===== src/rtl/uart_pkg.sv =====
// uart_pkg: state encoding and frame constants shared by uart_tx and uart_rx.
// No ports; imported with import uart_pkg::*.
package uart_pkg;

  typedef enum logic [2:0] {
    IDLE,
    START,
    DATA,
    PARITY,
    STOP
  } uart_state_e;

  localparam int DEF_CLKS_PER_BIT = 521;
  localparam int DATA_BITS        = 8;
  localparam int STOP_BITS        = 1;

endpackage


===== src/rtl/uart_tx_if.sv =====
// uart_tx_if: byte handshake into the transmitter.
// tx_data/tx_valid from master, tx_ready from slave.
interface uart_tx_if;

  logic [7:0] tx_data;
  logic       tx_valid;
  logic       tx_ready;

  modport master (
    output tx_data,
    output tx_valid,
    input  tx_ready
  );

  modport slave (
    input  tx_data,
    input  tx_valid,
    output tx_ready
  );

endinterface


===== src/rtl/uart_baud_tick.sv =====
// uart_baud_tick: bit-period counter, tick_o on the last cycle of each bit.
// Ports: clk_i, rst_i (sync, high), clr_i (hold at 0), tick_o.
module uart_baud_tick #(
  parameter int CLKS_PER_BIT = 521
) (
  input  logic clk_i,
  input  logic rst_i,
  input  logic clr_i,
  output logic tick_o
);

  localparam int W = $clog2(CLKS_PER_BIT);
  localparam logic [W-1:0] LAST = W'(CLKS_PER_BIT - 1);

  logic [W-1:0] cnt_q, cnt_d;

  assign tick_o = (cnt_q == LAST);

  always_comb begin
    cnt_d = cnt_q + 1'b1;
    if (clr_i || tick_o) cnt_d = '0;
  end

  always_ff @(posedge clk_i) begin
    if (rst_i) cnt_q <= '0;
    else       cnt_q <= cnt_d;
  end

endmodule


===== src/rtl/uart_tx.sv =====
// uart_tx: 8N1 serializer, LSB first; parity bit when UART_TX_PARITY_EN set.
// Ports: tx_clk, rst (sync, high), bus (uart_tx_if.slave), tx_out, tx_busy, tx_done.
module uart_tx
  import uart_pkg::*;
#(
  parameter int CLKS_PER_BIT = DEF_CLKS_PER_BIT,
  parameter bit PARITY_ODD   = 1'b0
) (
  input  logic         tx_clk,
  input  logic         rst,
  uart_tx_if.slave     bus,
  output logic         tx_out,
  output logic         tx_busy,
  output logic         tx_done
);

  uart_state_e state_q, state_d;
  logic [DATA_BITS-1:0] shift_q, shift_d;
  logic [2:0] bit_q, bit_d;
  logic tx_out_q, tx_out_d;
  logic done_q, done_d;
  logic tick;
  logic accept;

`ifdef UART_TX_PARITY_EN
  logic par_q, par_d;
`else
  logic unused_parity_odd;
  assign unused_parity_odd = PARITY_ODD;
`endif

  assign bus.tx_ready = (state_q == IDLE);
  assign accept       = bus.tx_valid && bus.tx_ready;
  assign tx_busy      = !bus.tx_ready;
  assign tx_out       = tx_out_q;
  assign tx_done      = done_q;

  // Counter is held at 0 while idle so every start bit gets a full period.
  uart_baud_tick #(
    .CLKS_PER_BIT(CLKS_PER_BIT)
  ) u_tick (
    .clk_i (tx_clk),
    .rst_i (rst),
    .clr_i (state_q == IDLE),
    .tick_o(tick)
  );

  always_comb begin
    state_d = state_q;
    shift_d = shift_q;
    bit_d   = bit_q;
    done_d  = 1'b0;
`ifdef UART_TX_PARITY_EN
    par_d   = par_q;
`endif
    unique case (state_q)
      IDLE: begin
        if (accept) begin
          state_d = START;
          shift_d = bus.tx_data;
`ifdef UART_TX_PARITY_EN
          par_d   = (^bus.tx_data) ^ PARITY_ODD;
`endif
        end
      end
      START: begin
        if (tick) state_d = DATA;
      end
      DATA: begin
        if (tick) begin
          bit_d   = bit_q + 3'd1;
          shift_d = shift_q >> 1;
          if (bit_q == 3'(DATA_BITS - 1)) begin
`ifdef UART_TX_PARITY_EN
            state_d = PARITY;
`else
            state_d = STOP;
`endif
          end
        end
      end
`ifdef UART_TX_PARITY_EN
      PARITY: begin
        if (tick) state_d = STOP;
      end
`endif
      STOP: begin
        if (tick) begin
          state_d = IDLE;
          done_d  = 1'b1;
        end
      end
      default: state_d = IDLE;
    endcase
  end

  // Line level is decoded from the next state so tx_out stays registered.
  always_comb begin
    tx_out_d = 1'b1;
    unique case (state_d)
      START:   tx_out_d = 1'b0;
      DATA:    tx_out_d = shift_d[0];
`ifdef UART_TX_PARITY_EN
      PARITY:  tx_out_d = par_d;
`endif
      default: tx_out_d = 1'b1;
    endcase
  end

  always_ff @(posedge tx_clk) begin
    if (rst) begin
      state_q  <= IDLE;
      shift_q  <= '0;
      bit_q    <= '0;
      tx_out_q <= 1'b1;
      done_q   <= 1'b0;
`ifdef UART_TX_PARITY_EN
      par_q    <= 1'b0;
`endif
    end else begin
      state_q  <= state_d;
      shift_q  <= shift_d;
      bit_q    <= bit_d;
      tx_out_q <= tx_out_d;
      done_q   <= done_d;
`ifdef UART_TX_PARITY_EN
      par_q    <= par_d;
`endif
    end
  end

endmodule


===== src/flat_wrapper.sv =====
// flat-port wrapper written by rule: the top's interface ports become plain ports
module uart_tx_flat import uart_pkg::*;
#(
  parameter int CLKS_PER_BIT = DEF_CLKS_PER_BIT,
  parameter bit PARITY_ODD   = 1'b0
)
  (tx_clk, rst, tx_out, tx_busy, tx_done, bus_tx_data, bus_tx_valid, bus_tx_ready);
  uart_tx_if bus_i ();
  input  logic tx_clk;
  input  logic rst;
  output logic tx_out;
  output logic tx_busy;
  output logic tx_done;
  input wire logic [$bits(bus_i.tx_data)-1:0] bus_tx_data;
  input wire logic [$bits(bus_i.tx_valid)-1:0] bus_tx_valid;
  output wire logic [$bits(bus_i.tx_ready)-1:0] bus_tx_ready;
  assign bus_i.tx_data = bus_tx_data;
  assign bus_i.tx_valid = bus_tx_valid;
  assign bus_tx_ready = bus_i.tx_ready;
  uart_tx #(.CLKS_PER_BIT(CLKS_PER_BIT), .PARITY_ODD(PARITY_ODD)) u_core (.tx_clk(tx_clk), .rst(rst), .bus(bus_i), .tx_out(tx_out), .tx_busy(tx_busy), .tx_done(tx_done));
endmodule

===== config.mk =====
export PLATFORM = sky130hd
export DESIGN_NAME = uart_tx_flat
export DESIGN_NICKNAME = d
export VERILOG_FILES = /design/src/rtl/uart_pkg.sv /design/src/rtl/uart_tx_if.sv /design/src/rtl/uart_baud_tick.sv /design/src/rtl/uart_tx.sv /design/src/flat_wrapper.sv
export SDC_FILE = /design/constraint.sdc
export NUM_CORES = 1
export LEC_CHECK = 0
export BUFFER_PORTS_ARGS = -buffer_cell sky130_fd_sc_hd__buf_4
export CAP_MARGIN = 20
export CORE_ASPECT_RATIO = 1.1
export CORE_UTILIZATION = 38
export CTS_CLUSTER_SIZE = 25
export DETAILED_ROUTE_END_ITERATION = 6
export SETUP_SLACK_MARGIN = 0.4
export SLEW_MARGIN = 30
export SYNTH_ARGS = -nofsm -noshare
export SYNTH_HDL_FRONTEND = slang
export SYNTH_SLANG_ARGS = --single-unit

===== constraint.sdc =====
create_clock -name tx_clk -period 3.6 [get_ports tx_clk]
set_input_delay 0.72 -clock tx_clk [delete_from_list [all_inputs] [get_ports tx_clk]]
set_output_delay 0.72 -clock tx_clk [all_outputs]
set_load 0.005 [all_outputs]

# Word level (Yosys, flattened, before mapping)
# Index checks and enable logic that the tools add are counted.
[op_classes]
add_sub_neg = 2
eq_ne = 9
muxes = 11
bitwise = 1
n_reduce_logical = 9
[op_table]
columns = ["op", "n"]
rows = [
  ["8-bit two-way mux", 2],
  ["8-bit case mux with 2 select lines", 1],
  ["3-bit two-way mux", 5],
  ["3-bit case mux with 4 select lines", 1],
  ["10-bit by 1-bit adder with 10-bit output (second input constant)", 1],
  ["10-bit == test (second input constant)", 1],
  ["3-bit by 1-bit == test with 1-bit output (second input constant)", 2],
  ["3-bit by 2-bit == test with 1-bit output (second input constant)", 2],
  ["3-bit == test (second input constant)", 2],
  ["2-bit inequality test (second input constant)", 2],
  ["2-bit OR reduction", 2],
  ["3-bit by 1-bit adder with 3-bit output (second input constant)", 1],
  ["3-bit logical NOT", 1],
  ["3-bit AND reduction", 1],
  ["1-bit case mux with 2 select lines", 1],
  ["2-bit AND reduction", 1],
  ["2-bit nonzero test", 1],
  ["1-bit logical AND", 1],
  ["1-bit logical NOT", 1],
  ["1-bit logical OR", 1],
  ["1-bit two-way mux", 1],
  ["1-bit NOT", 1],
]
[totals]
reg_bits = 26
in_bits = 11
output_inout_bits = 4
wordCells = 39

# Depth between registers and ports, before layout
# Gate-level depths: netlist of run 1.
[depth]
word_depth = 6
depth_mapped = 8
mapped_depth_nobuf = 7

# Modules after synthesis
# A second synthesis of run 1 with hierarchy kept.
[unflattened]
hier_cells = 129
hier_area_um2 = 1184.9
[modules_own_cells]
columns = ["module", "n_inst", "cells_per_inst", "area_each_um2"]
rows = [
  ["uart_tx", 1, 75, 703.2],
  ["uart_baud_tick", 1, 54, 481.7],
]

# Worst setup path after synthesis of run 1
# No wires, ideal clock.
[synth_timing]
path_type = "register to register"
from = "register u_core.u_tick.cnt_q[0]"
to = "register u_core.tx_out_q, in the netlist u_core.tx_out"
t_arrival_ps = 1438
slack_ps = 2030
path_stages_with_launch = 8
path_buffers = 0
synth_period_minus_slack_ps = 1570
cell_sequence = "dfxtp_1 inv_1 ha_1 and2_1 a41oi_1 a22oi_2 nor4_2 o311ai_2"
[synth_via]
elab_chain_len = 5
word_cells_on_any_way = 10
cone_classes = "eq/ne: 3; mux: 7"
[synth_rtl]
columns = ["element", "line", "rtl"]
rows = [
  ["start: declaration", "uart_baud_tick.sv:15", "logic [W-1:0] cnt_q, cnt_d;"],
  ["start signal: assignment", "uart_baud_tick.sv:26", "else cnt_q <= cnt_d;"],
  ["10-bit == test (*)", "uart_baud_tick.sv:17", "assign tick_o = (cnt_q == LAST);"],
  ["3-bit two-way mux, on equally long branches", "uart_tx.sv:88, uart_tx.sv:67, uart_tx.sv:70", ""],
  ["3-bit case mux with 4 select lines", "uart_tx.sv:56", "unique case (state_q)"],
  ["3-bit by 2-bit == test with 1-bit output / 3-bit by 1-bit == test with 1-bit output (equally long branches)", "uart_tx.sv:100", "unique case (state_d)"],
  ["1-bit case mux with 2 select lines (*)", "uart_tx.sv:100", ""],
  ["end signal: assignment", "uart_tx.sv:124", "tx_out_q <= tx_out_d;"],
  ["end: declaration", "uart_tx.sv:20", "logic tx_out_q, tx_out_d;"],
]
# Mark *: on every way between the ends. The rest lies on a longest branch, timed or not. The select of a mux whose other input is x is not followed.
# A chain may end at the register's enable or synchronous reset.

# Final worst setup path of run 1
[layout_timing]
from = "register u_core.state_q[1]"
to = "output port tx_busy"
[layout_via]
elab_chain_len = 2
[layout_rtl]
columns = ["element", "line", "rtl"]
rows = [
  ["start: declaration", "uart_tx.sv:17", "uart_state_e state_q, state_d;"],
  ["start signal: assignment", "uart_tx.sv:121", "state_q <= state_d;"],
  ["3-bit logical NOT", "uart_tx.sv:32", "assign bus.tx_ready = (state_q == IDLE);"],
  ["1-bit logical NOT", "uart_tx.sv:34", "assign tx_busy = !bus.tx_ready;"],
  ["end: declaration", "flat_wrapper.sv:12", "output logic tx_busy;"],
]
# Every way passes these cells.

==> qor.txt, run 1 <==
Worst Path Max Fanout = 5
Worst-path clk slew = 0.12 ns
Root Buffer = clkbuf_4
commonest non-fill, non-tap cell in the layout = dfxtp_1
Post-Route Utilization = 46.0%
DP HPWL = 1.40 mm
Via density = 5.05
hold-fix buffers at CTS = 0
Max clock buf depth = 2
first-pass GRT wire length = 3.28 mm
total grt overflow = 0
Startpoint Class = register
outcome = finished, final reports clean
Synth cell types = 30
row count = 20
Worst R2R End = u_core.tx_out
largest family of logic cells by synthesized area = simple AND/OR/NAND/NOR gates
slew margin rel. = 68.9%
Reg2Reg Depth = 5
period utilization = 54.6%
Antenna Cells = 0
Worst R2R Setup Slack = 1.80 ns
Worst R2R Start = u_core.state_q[1]
die height = 59.7 um
vias post-DR = 853
# IOs = 15
DRC Markers = 0
final-stage net count = 153
transition time of the tightest slew-check pin = 0.467 ns
hold crit path type = reg -> reg
CP Capture Type = output port
WP data required = 2.88 ns
met2 wire len = 841 um
PortBufs = 14
Starting DRT DRC Count = 35
top routing layer in use = met4
Post-Synthesis Cell Area = 0.00115 mm^2
setup bufs post-CTS = 0
placed cell area = 0.00128 mm^2
power after layout = 458 uW
H-tree depth = 1
layout cells sized above 1 = 19.1%
CTS Buf Count = 3
Seq cells post-synth = 26
routed len/inst = 11.3 um
setup TNS = 0 ns
Hold Violations, Final = 0
PwrDens = 352 mW/mm^2
Design Area, Final = 0.00130 mm^2
P&R area growth vs syn = 13.3%
core footprint = 0.00283 mm^2
Simple-Gate Fraction of Synth Area = 26.3%
Leakage = 0.497 nW
Period minus WS final = 1.96 ns
initial antenna violation count = 0
wire length on met3 = 58 um
Min-Delay Path Depth = 2
total track usage = 13.8%
DRT Wirelength = 1.91 mm
vias in the first global route = 790
commonest cells after routing, fill and taps aside = dfxtp_1 (26), nor2_1 (20), buf_4 (14)
RSZ-0062 raised after global routing = no
pin count of the biggest net entering global routing = 16
Antenna Nets Post-Route = 0
TritonRoute pass-1 iters = 4
wl on met1 = 996 um
clock sinks = 26
clk_lat worst skew = 0.30 ns
RePlAce Congestion = 0.726
worst hold slack = 0.465 ns
skew final = 0.00186 ns
adder-cell share of the synthesized area = 4.36%
compound-gate portion of the synthesized area = 12.4%
Avg Synthesized Cell Area = 9.41 um^2
mux contribution to synthesized area = 1.74%
crit path DAT = 1.24 ns
cell count after synthesis = 122
worst hold start = u_core.shift_q[1]
Post-Syn Nets = 137
final setup vio count = 0
Initial Utilization = 40.6%
DIE AREA = 0.00325 mm^2
Synth Area in XOR/XNOR = 6.86%
register area share after synthesis = 45.3%
Resize count post-CTS = 0
hold-critical path endpoint = u_core.shift_q[1]
max_cap viols = 0
count of final max-slew check failures = 0
fmax = 509 MHz
CTS tree = built
die width = 54.4 um
Peak VDD IR = 181 uV
synth warn = 0
Setup CP Type = reg -> out
## report_power, final
part	internal, mW	total, mW	switching, mW
combinational	0.0215	0.0426	0.0211
sequential	0.296	0.301	0.00474
clock	0.0390	0.114	0.0755
## sequential cells by signal, summed over array words and instances, names as in the netlist
name	flops
u_core.bit_q	3
u_core.shift_q	8
u_core.state_q	3
u_core.tx_done	1
u_core.tx_out	1
u_core.u_tick.cnt_q	10
## per-layer routing
metal  vias up  global-route usage [%]
li1        448                       -
met1       393                    18.3
met2        10                    21.3
met3         2                    2.29
met4         0                    6.59
met5         -                       0
## worst max path at each step
stage                           start       endpoint  cells past startpoint
2_1_floorplan  u_core.u_tick.cnt_q[0]  u_core.tx_out                      7
3_3_place_gp             bus_tx_valid  u_core.tx_out                      5
3_5_place_dp             bus_tx_valid  u_core.tx_out                      5
4_1_cts             u_core.state_q[1]        tx_busy                      3
5_1_grt             u_core.state_q[1]        tx_busy                      3
6_report            u_core.state_q[1]        tx_busy                      3
## area by class of cell
cell class / instances / area, um^2
Fill cell: 288 / 1530
Multi-Input combinational cell: 88 / 593
Sequential cell: 26 / 520
Timing Repair Buffer: 14 / 105
Tap cell: 33 / 41.3
Clock buffer: 3 / 22.5
Inverter: 5 / 18.8
## through the flow
stage               std cells  worst slack, ns
floorplan                 122             2.03
finish                    169             1.64
global placement          166             1.78
global route              169             1.52
detailed placement        166             1.73
CTS                       169             1.62
## cell usage after synthesis
cell type,number,area share [%]
dfxtp_1,26,45
nor2_1,20,6.5
nand2_1,9,2.9
a21oi_1,7,3.0
a22oi_1,6,3.9
xnor2_1,6,4.6
inv_1,5,1.6
nand3_1,5,2.2
ha_1,4,4.4
nor3b_1,4,2.6
and2_1,3,1.6
and3_1,3,1.6
nor3_1,3,1.3
xor2_1,3,2.3
mux2i_1,2,1.7
o21a_1,2,1.3
a22o_2,1,0.87
a22oi_2,1,1.1
a41oi_1,1,0.76
and3_4,1,0.98
and4_2,1,0.87
and4_4,1,0.98
buf_2,1,0.44
buf_4,1,0.65
clkbuf_1,1,0.33
nor2b_1,1,0.55
nor3b_2,1,1.1
nor4_2,1,1.1
nor4_4,1,1.9
o311ai_2,1,1.4
## worst max-delay path, cell delays in order (launching register included)
cell and delay, ns:
dfxtp_1 0.38, nor3_1 0.32, inv_1 0.10, buf_4 0.15
## kinds of logic after synthesis
group | count (synthesis)
and+or+nand+nor | 54
DFF | 26
AOI/OAI and AO/OA | 19
xor gates and xnor gates | 9
buffers and inverters | 8
adders and majority gates | 4
muxes | 2
(Power assumes the default switching activity.)
==> run 2, diff against run 1 <==
==> constraint.sdc (replaced) <==
create_clock -name tx_clk -period 2 [get_ports tx_clk]
set_input_delay 0.4 -clock tx_clk [delete_from_list [all_inputs] [get_ports tx_clk]]
set_output_delay 0.4 -clock tx_clk [all_outputs]
set_load 0.005 [all_outputs]
==> run 2 against run 1 <==
Setup slack lost 1.3 ns; design area grew 9.2%; total power increased by 83%; hold slack got worse by 0.14 ns; clock power grew 85%; utilization is 4.2 points higher; cell count is 5.3% higher; critical endpoint is now u_core.tx_out; largest cell class unchanged.
==> qor.txt, run 2 (synthesis results as in run 1) <==
outcome = finished, final reports clean
RSZ-0062 raised after global routing = yes
row count = 20 (unchanged)
CTS Buf Count = 3 (unchanged)
H-tree depth = 1 (unchanged)
total track usage = 14.5% (+0.72 points)
Hold Violations, Final = 0 (unchanged)
vias post-DR = 906 (+6.2%)
first-pass GRT wire length = 3.33 mm (+1.7%)
transition time of the tightest slew-check pin = 0.385 ns (-0.0815 ns)
PwrDens = 590 mW/mm^2 (+68%)
DP HPWL = 1.46 mm (+3.8%)
post-route worst setup slack = 0.384 ns (-1.25 ns)
clock sinks = 26 (unchanged)
Worst Path Max Fanout = 8 (+3)
Antenna Cells = 0 (unchanged)
final setup vio count = 0 (unchanged)
Reg with most FFs = u_core.u_tick.cnt_q
setup TNS = 0 ns (unchanged)
Worst R2R Start = u_core.u_tick.cnt_q[8]
skew final = 0.00625 ns (+0.00439 ns)
Worst R2R End = u_core.tx_out
Leakage = 0.559 nW (+12%)
clk_lat worst skew = 0.32 ns (+0.02 ns)
Starting DRT DRC Count = 14 (-60%)
Period minus WS final = 1.62 ns
fillcell total = 272 (-5.6%)
P&R area growth vs syn = 23.7%
DP Cell Count = 167 (+0.60%)
# IOs = 15 (unchanged)
commonest non-fill, non-tap cell in the layout = buf_4
worst hold start = bus_tx_data[7]
vias in the first global route = 753 (-4.7%)
Setup CP Type = reg -> reg
layout cells sized above 1 = 32.4% (+13 points)
Crit path largest cell delay = 0.37 ns (about the same)
WP data required = 2.21 ns (-0.67 ns)
count of final max-slew check failures = 0 (unchanged)
Via density = 5.09 (+0.84%)
routed len/inst = 11.7 um (+3.7%)
Post-Route Utilization = 50.3% (+4.2 points)
Worst-path clk slew = 0.12 ns (about the same)
Cell Count, Final, Fillers Out = 178 (+5.3%)
TritonRoute pass-1 iters = 4 (unchanged)
pin count of the biggest net entering global routing = 16 (unchanged)
PortBufs = 14 (unchanged)
Peak VDD IR = 512 uV (+180%)
top flop regs = u_core.u_tick.cnt_q x10, u_core.shift_q x8
critical path, cell by cell = nor4_4, and4_4, nor3b_2, nor4_2, o311ai_2
DRC Markers = 0 (unchanged)
pre-CTS WS = 0.287 ns (-1.44 ns)
commonest cells after routing, fill and taps aside = buf_4 (23), dfxtp_1 (20), nor2_1 (19)
Max clock buf depth = 2 (unchanged)
Initial Utilization = 40.6% (unchanged)
Reg2Reg Depth = 5 (unchanged)
initial antenna violation count = 0 (unchanged)
CP Capture Point = u_core.tx_out
fmax = 619 MHz
die width = 54.4 um (unchanged)
slew margin rel. = 74.3% (+5.4 points)
max FFs per register = 10 (unchanged)
Root Buffer = clkbuf_4
DIE AREA = 0.00325 mm^2 (unchanged)
Setup crit start = u_core.u_tick.cnt_q[8]
max_cap viols = 0 (unchanged)
Antenna Nets Post-Route = 0 (unchanged)
CTS tree = built
worst hold slack = 0.320 ns (-0.145 ns)
core footprint = 0.00283 mm^2 (unchanged)
DRT Wirelength = 2.09 mm (+9.2%)
Startpoint Class = register
final-stage net count = 162 (+5.9%)
RePlAce Congestion = 0.723 (-0.30%)
hold crit path type = in -> reg
period utilization = 80.8%
die height = 59.7 um (unchanged)
Worst R2R Setup Slack = 0.38 ns (-1.42 ns)
Crit-path slowest cell = dfxtp_2
total grt overflow = 0 (unchanged)
CP Capture Type = register
crit path DAT = 1.83 ns (+0.59 ns)
-- run 2: cell count changes in the layout (fill, tap and decap cells not counted), sizes merged --
cell / delta
buf: +9
-- run 2: how the worst min path moves through the flow --
stage	end	slack, ns	depth (start not counted)
6_report	u_core.shift_q[7]	0.32	3
3_5_place_dp	u_core.shift_q[3]	0.45	2
2_1_floorplan	u_core.shift_q[1]	0.43	2
3_3_place_gp	u_core.shift_q[5]	0.44	2
5_1_grt	u_core.shift_q[7]	0.30	3
4_1_cts	u_core.shift_q[7]	0.30	3
-- run 2: where the power goes --
group | internal, mW | switching, mW
combinational | 0.0452 | 0.0398
sequential | 0.532 | 0.0103
clock | 0.0707 | 0.140
total | 0.647 | 0.191
-- run 2: timing repair --
item                       4_1_cts  5_1_grt
pin swaps                        0        3
gates resized for setup          4       12
setup buffers                    0        8
hold buffers                     0        0
setup endpoints to repair       10       19
-- run 2: critical path, delay by kind of cell, from the launching register on --
kind | cells | cell delay (ns)
AND/OR/NAND/NOR | 4 | 1.04
flip-flops | 1 | 0.37
AO/OA/AOI/OAI | 1 | 0.10
-- run 2: per-layer routing --
layer / track usage, % / part of all wire (%) / vias to the layer above
li1: - / - / 471
met1: 18.7 / 49 / 416
met2: 21.1 / 45 / 14
met3: 5.34 / 4.1 / 5
met4: 6.59 / 1.7 / 0
met5: 0 / 0 / -
-- run 2: cell type report --
type | count | area, um^2 | area share [%]
Timing Repair Buffer | 23 | 173 | 12.1
Tap cell | 33 | 41.3 | 2.90
Multi-Input combinational cell | 88 | 633 | 44.5
Sequential cell | 26 | 533 | 37.5
Clock buffer | 3 | 22.5 | 1.58
Inverter | 5 | 18.8 | 1.32
-- run 2: metrics by stage --
step	total power, mW	area [um^2]
3_5_place_dp	0.633	1290
6_report	0.838	1420
4_1_cts	0.849	1320
2_1_floorplan	0.598	1150
5_1_grt	0.885	1420
3_3_place_gp	0.631	1290
==> run 3, diff against run 2 <==
==> constraint.sdc (replaced) <==
create_clock -name tx_clk -period 1.55 [get_ports tx_clk]
set_input_delay 0.31 -clock tx_clk [delete_from_list [all_inputs] [get_ports tx_clk]]
set_output_delay 0.31 -clock tx_clk [all_outputs]
set_load 0.005 [all_outputs]
==> run 3 against run 2 <==
Via count grew 8.1%; maximum frequency up 4.8%; die area unchanged; count of clock-buffer cells in the layout stayed put; critical path depth up 1; clock skew fell by 0.0022 ns; flip-flop and latch count stayed put; utilization up 4.3 points; cell count rose by 4.5%; hold slack worse by 0.082 ns; critical path type unchanged; largest cell class unchanged.
==> qor.txt, run 3 (synthesis results as in run 1) <==
RePlAce Congestion = 0.801 (+11%)
Worst R2R Setup Slack = 0.008 ns (-0.38 ns)
RSZ-0062 raised after global routing = yes
clock group share of total power = 25.1% (about the same)
pin count of the biggest net entering global routing = 16 (unchanged)
max FFs per register = 10 (unchanged)
Crit-path slowest cell = dfxtp_1
PwrDens = 726 mW/mm^2 (+23%)
commonest cells after routing, fill and taps aside = buf_4 (27), nor2_1 (18), dfxtp_1 (18)
Via density = 5.26 (+3.4%)
max_cap viols = 0 (unchanged)
vias post-DR = 979 (+8.1%)
slew margin rel. = 77.8% (+3.5 points)
Hold Violations, Final = 0 (unchanged)
final setup vio count = 0 (unchanged)
Startpoint Class = register
CP Capture Type = register
commonest non-fill, non-tap cell in the layout = buf_4
CTS tree = built
die width = 54.4 um (unchanged)
count of final max-slew check failures = 0 (unchanged)
area of the multi-input gates = 682 um^2 (+7.7%)
CTS Buf Count = 3 (unchanged)
# IOs = 15 (unchanged)
core footprint = 0.00283 mm^2 (unchanged)
skew final = 0.00402 ns (-0.00223 ns)
Starting DRT DRC Count = 31 (+17)
CP bufs+invs = 0 (unchanged)
power after layout = 1.12 mW (+34%)
outcome = finished, final reports clean
Net Switching = 267 uW (+40%)
fillcell total = 256 (-5.9%)
first-pass GRT wire length = 4.20 mm (+26%)
row count = 20 (unchanged)
hold crit path type = in -> reg
worst hold slack = 0.238 ns (-0.0822 ns)
busiest grt layer = met2
DRT Wirelength = 2.40 mm (+15%)
Top delay family on crit path = compound AO/OA/AOI/OAI gates
die height = 59.7 um (unchanged)
DRC Markers = 0 (unchanged)
met2 Use GR = 28.4% (+7.3 points)
Max clock buf depth = 2 (unchanged)
hold-fix buffers at CTS = 0 (unchanged)
Initial Utilization = 40.6% (unchanged)
WP data required = 1.75 ns (-0.46 ns)
met3 GRT Util = 2.54% (-2.8 points)
crit path DAT = 1.75 ns (-0.08 ns)
Worst-path clk slew = 0.13 ns (about the same)
Internal Power = 853 uW (+32%)
period utilization = 99.5% (+19 points)
routed len/inst = 12.9 um (+9.6%)
vias in the first global route = 940 (+25%)
transition time of the tightest slew-check pin = 0.332 ns (-0.0531 ns)
hold-critical path endpoint = u_core.shift_q[7]
register area = 531 um^2 (-0.47%)
Worst Path Max Fanout = 2 (-6)
Antenna Cells = 0 (unchanged)
clock sinks = 26 (unchanged)
total track usage = 17.6% (+3.1 points)
Sequential Power Share = 62.8% (-1.9 points)
clk_lat worst skew = 0.31 ns (about the same)
Comb pwr share = 12.1% (+2.0 points)
worst hold start = bus_tx_data[7]
Switching Fraction = 23.9% (+1.1 points)
critical path, cell by cell = ha_1, ha_2, a41oi_2, a22oi_2, nor4_2, o311ai_2
top flop regs = u_core.u_tick.cnt_q x10, u_core.shift_q x8
PortBufs = 14 (unchanged)
Worst R2R Start = u_core.bit_q[0]
layout cells sized above 1 = 46.4% (+14 points)
total grt overflow = 0 (unchanged)
met1 Use GR = 22.5% (+3.7 points)
Peak VDD IR = 337 uV (-34%)
Min-Delay Path Depth = 3 (unchanged)
Root Buffer = clkbuf_4
final-stage net count = 170 (+4.9%)
Crit path largest cell delay = 0.34 ns (-0.03 ns)
DP HPWL = 1.65 mm (+13%)
Antenna Nets Post-Route = 0 (unchanged)
TritonRoute pass-1 iters = 4 (unchanged)
fmax = 649 MHz (+4.8%)
initial antenna violation count = 0 (unchanged)
H-tree depth = 1 (unchanged)
Reg2Reg Depth = 6 (+1)
Worst R2R End = u_core.tx_out
DIE AREA = 0.00325 mm^2 (unchanged)
Leakage = 0.606 nW (+8.5%)
P&R area growth vs syn = 34.3%
Period minus WS final = 1.54 ns (-0.0741 ns)
Reg with most FFs = u_core.u_tick.cnt_q
Setup CP Type = reg -> reg
==> run 3: cell types whose count changed in the layout (fill, tap and decap cells not counted), moves of 3 or more <==
cell     before  now
dfxtp_2       4    8
buf_4        23   27
ha_2          0    3
buf_6         0    4
inv_2         0    3
ha_1          4    1
inv_1         5    2
==> run 3: power groups by stage <==
| stage | Clock, mW | Sequential [mW] | Combinational (mW) |
|---|---|---|---|
| after floorplan | 0 | 0.713 | 0.0633 |
| final | 0.282 | 0.703 | 0.135 |
| after global placement | 0 | 0.714 | 0.109 |
| after detailed placement | 0 | 0.715 | 0.111 |
| after global routing | 0.321 | 0.706 | 0.150 |
| after CTS | 0.294 | 0.702 | 0.128 |
==> run 3: layout make-up <==
cell class / count / share of cell area [%]
Multi-Input combinational cell: 88 / 44.2
Inverter: 5 / 1.22
Sequential cell: 26 / 34.4
Tap cell: 33 / 2.68
Clock buffer: 3 / 1.46
Timing Repair Buffer: 31 / 16.1
==> run 3: tightest hold or removal path, delay by kind of cell <==
| family | cells | cell delay [ns] |
|---|---|---|
| AND/OR/NAND/NOR | 1 | 0.09 |
| buffers and inverters | 1 | 0.08 |
| AO/OA/AOI/OAI | 1 | 0.05 |
==> run 3: worst max path at each step <==
stage	start	end	slack [ns]	depth (start not counted)
2_1_floorplan	u_core.u_tick.cnt_q[0]	u_core.tx_out	0.08	7
4_1_cts	u_core.u_tick.cnt_q[8]	u_core.tx_out	0.009	5
3_3_place_gp	u_core.u_tick.cnt_q[8]	u_core.tx_out	0.04	5
6_report	u_core.bit_q[0]	u_core.tx_out	0.008	6
3_5_place_dp	u_core.u_tick.cnt_q[8]	u_core.tx_out	0.001	5
5_1_grt	u_core.u_tick.cnt_q[6]	u_core.tx_out	-0.12	5
==> run 3: repair_timing <==
| action | in CTS | in global routing |
|---|---|---|
| endpoints found under the setup margin | 28 | 28 |
| pin swaps | 7 | 6 |
| gates resized for setup | 11 | 10 |
| buffers inserted | 5 | 2 |
==> run 3: per-layer routing <==
layer / vias up / wire, um
li1: 482 / -
met1: 477 / 1120
met2: 14 / 1170
met3: 6 / 52
met4: 0 / 55
met5: - / 0
==> run 3: metrics by stage <==
| step | cell area [um^2] | cells | worst slack [ns] | TNS, ns | utilization (%) |
|---|---|---|---|---|---|
| 2_1_floorplan | 1200 | 122 | 0.0811 | 0 | - |
| 3_3_place_gp | 1400 | 176 | 0.0430 | 0 | 49.5 |
| 3_5_place_dp | 1400 | 176 | 0.00133 | 0 | 49.5 |
| 4_1_cts | 1500 | 184 | 0.00941 | 0 | 53.1 |
| 5_1_grt | 1540 | 186 | -0.123 | -0.497 | 54.6 |
| 6_report | 1540 | 186 | 0.00847 | 0 | 54.6 |
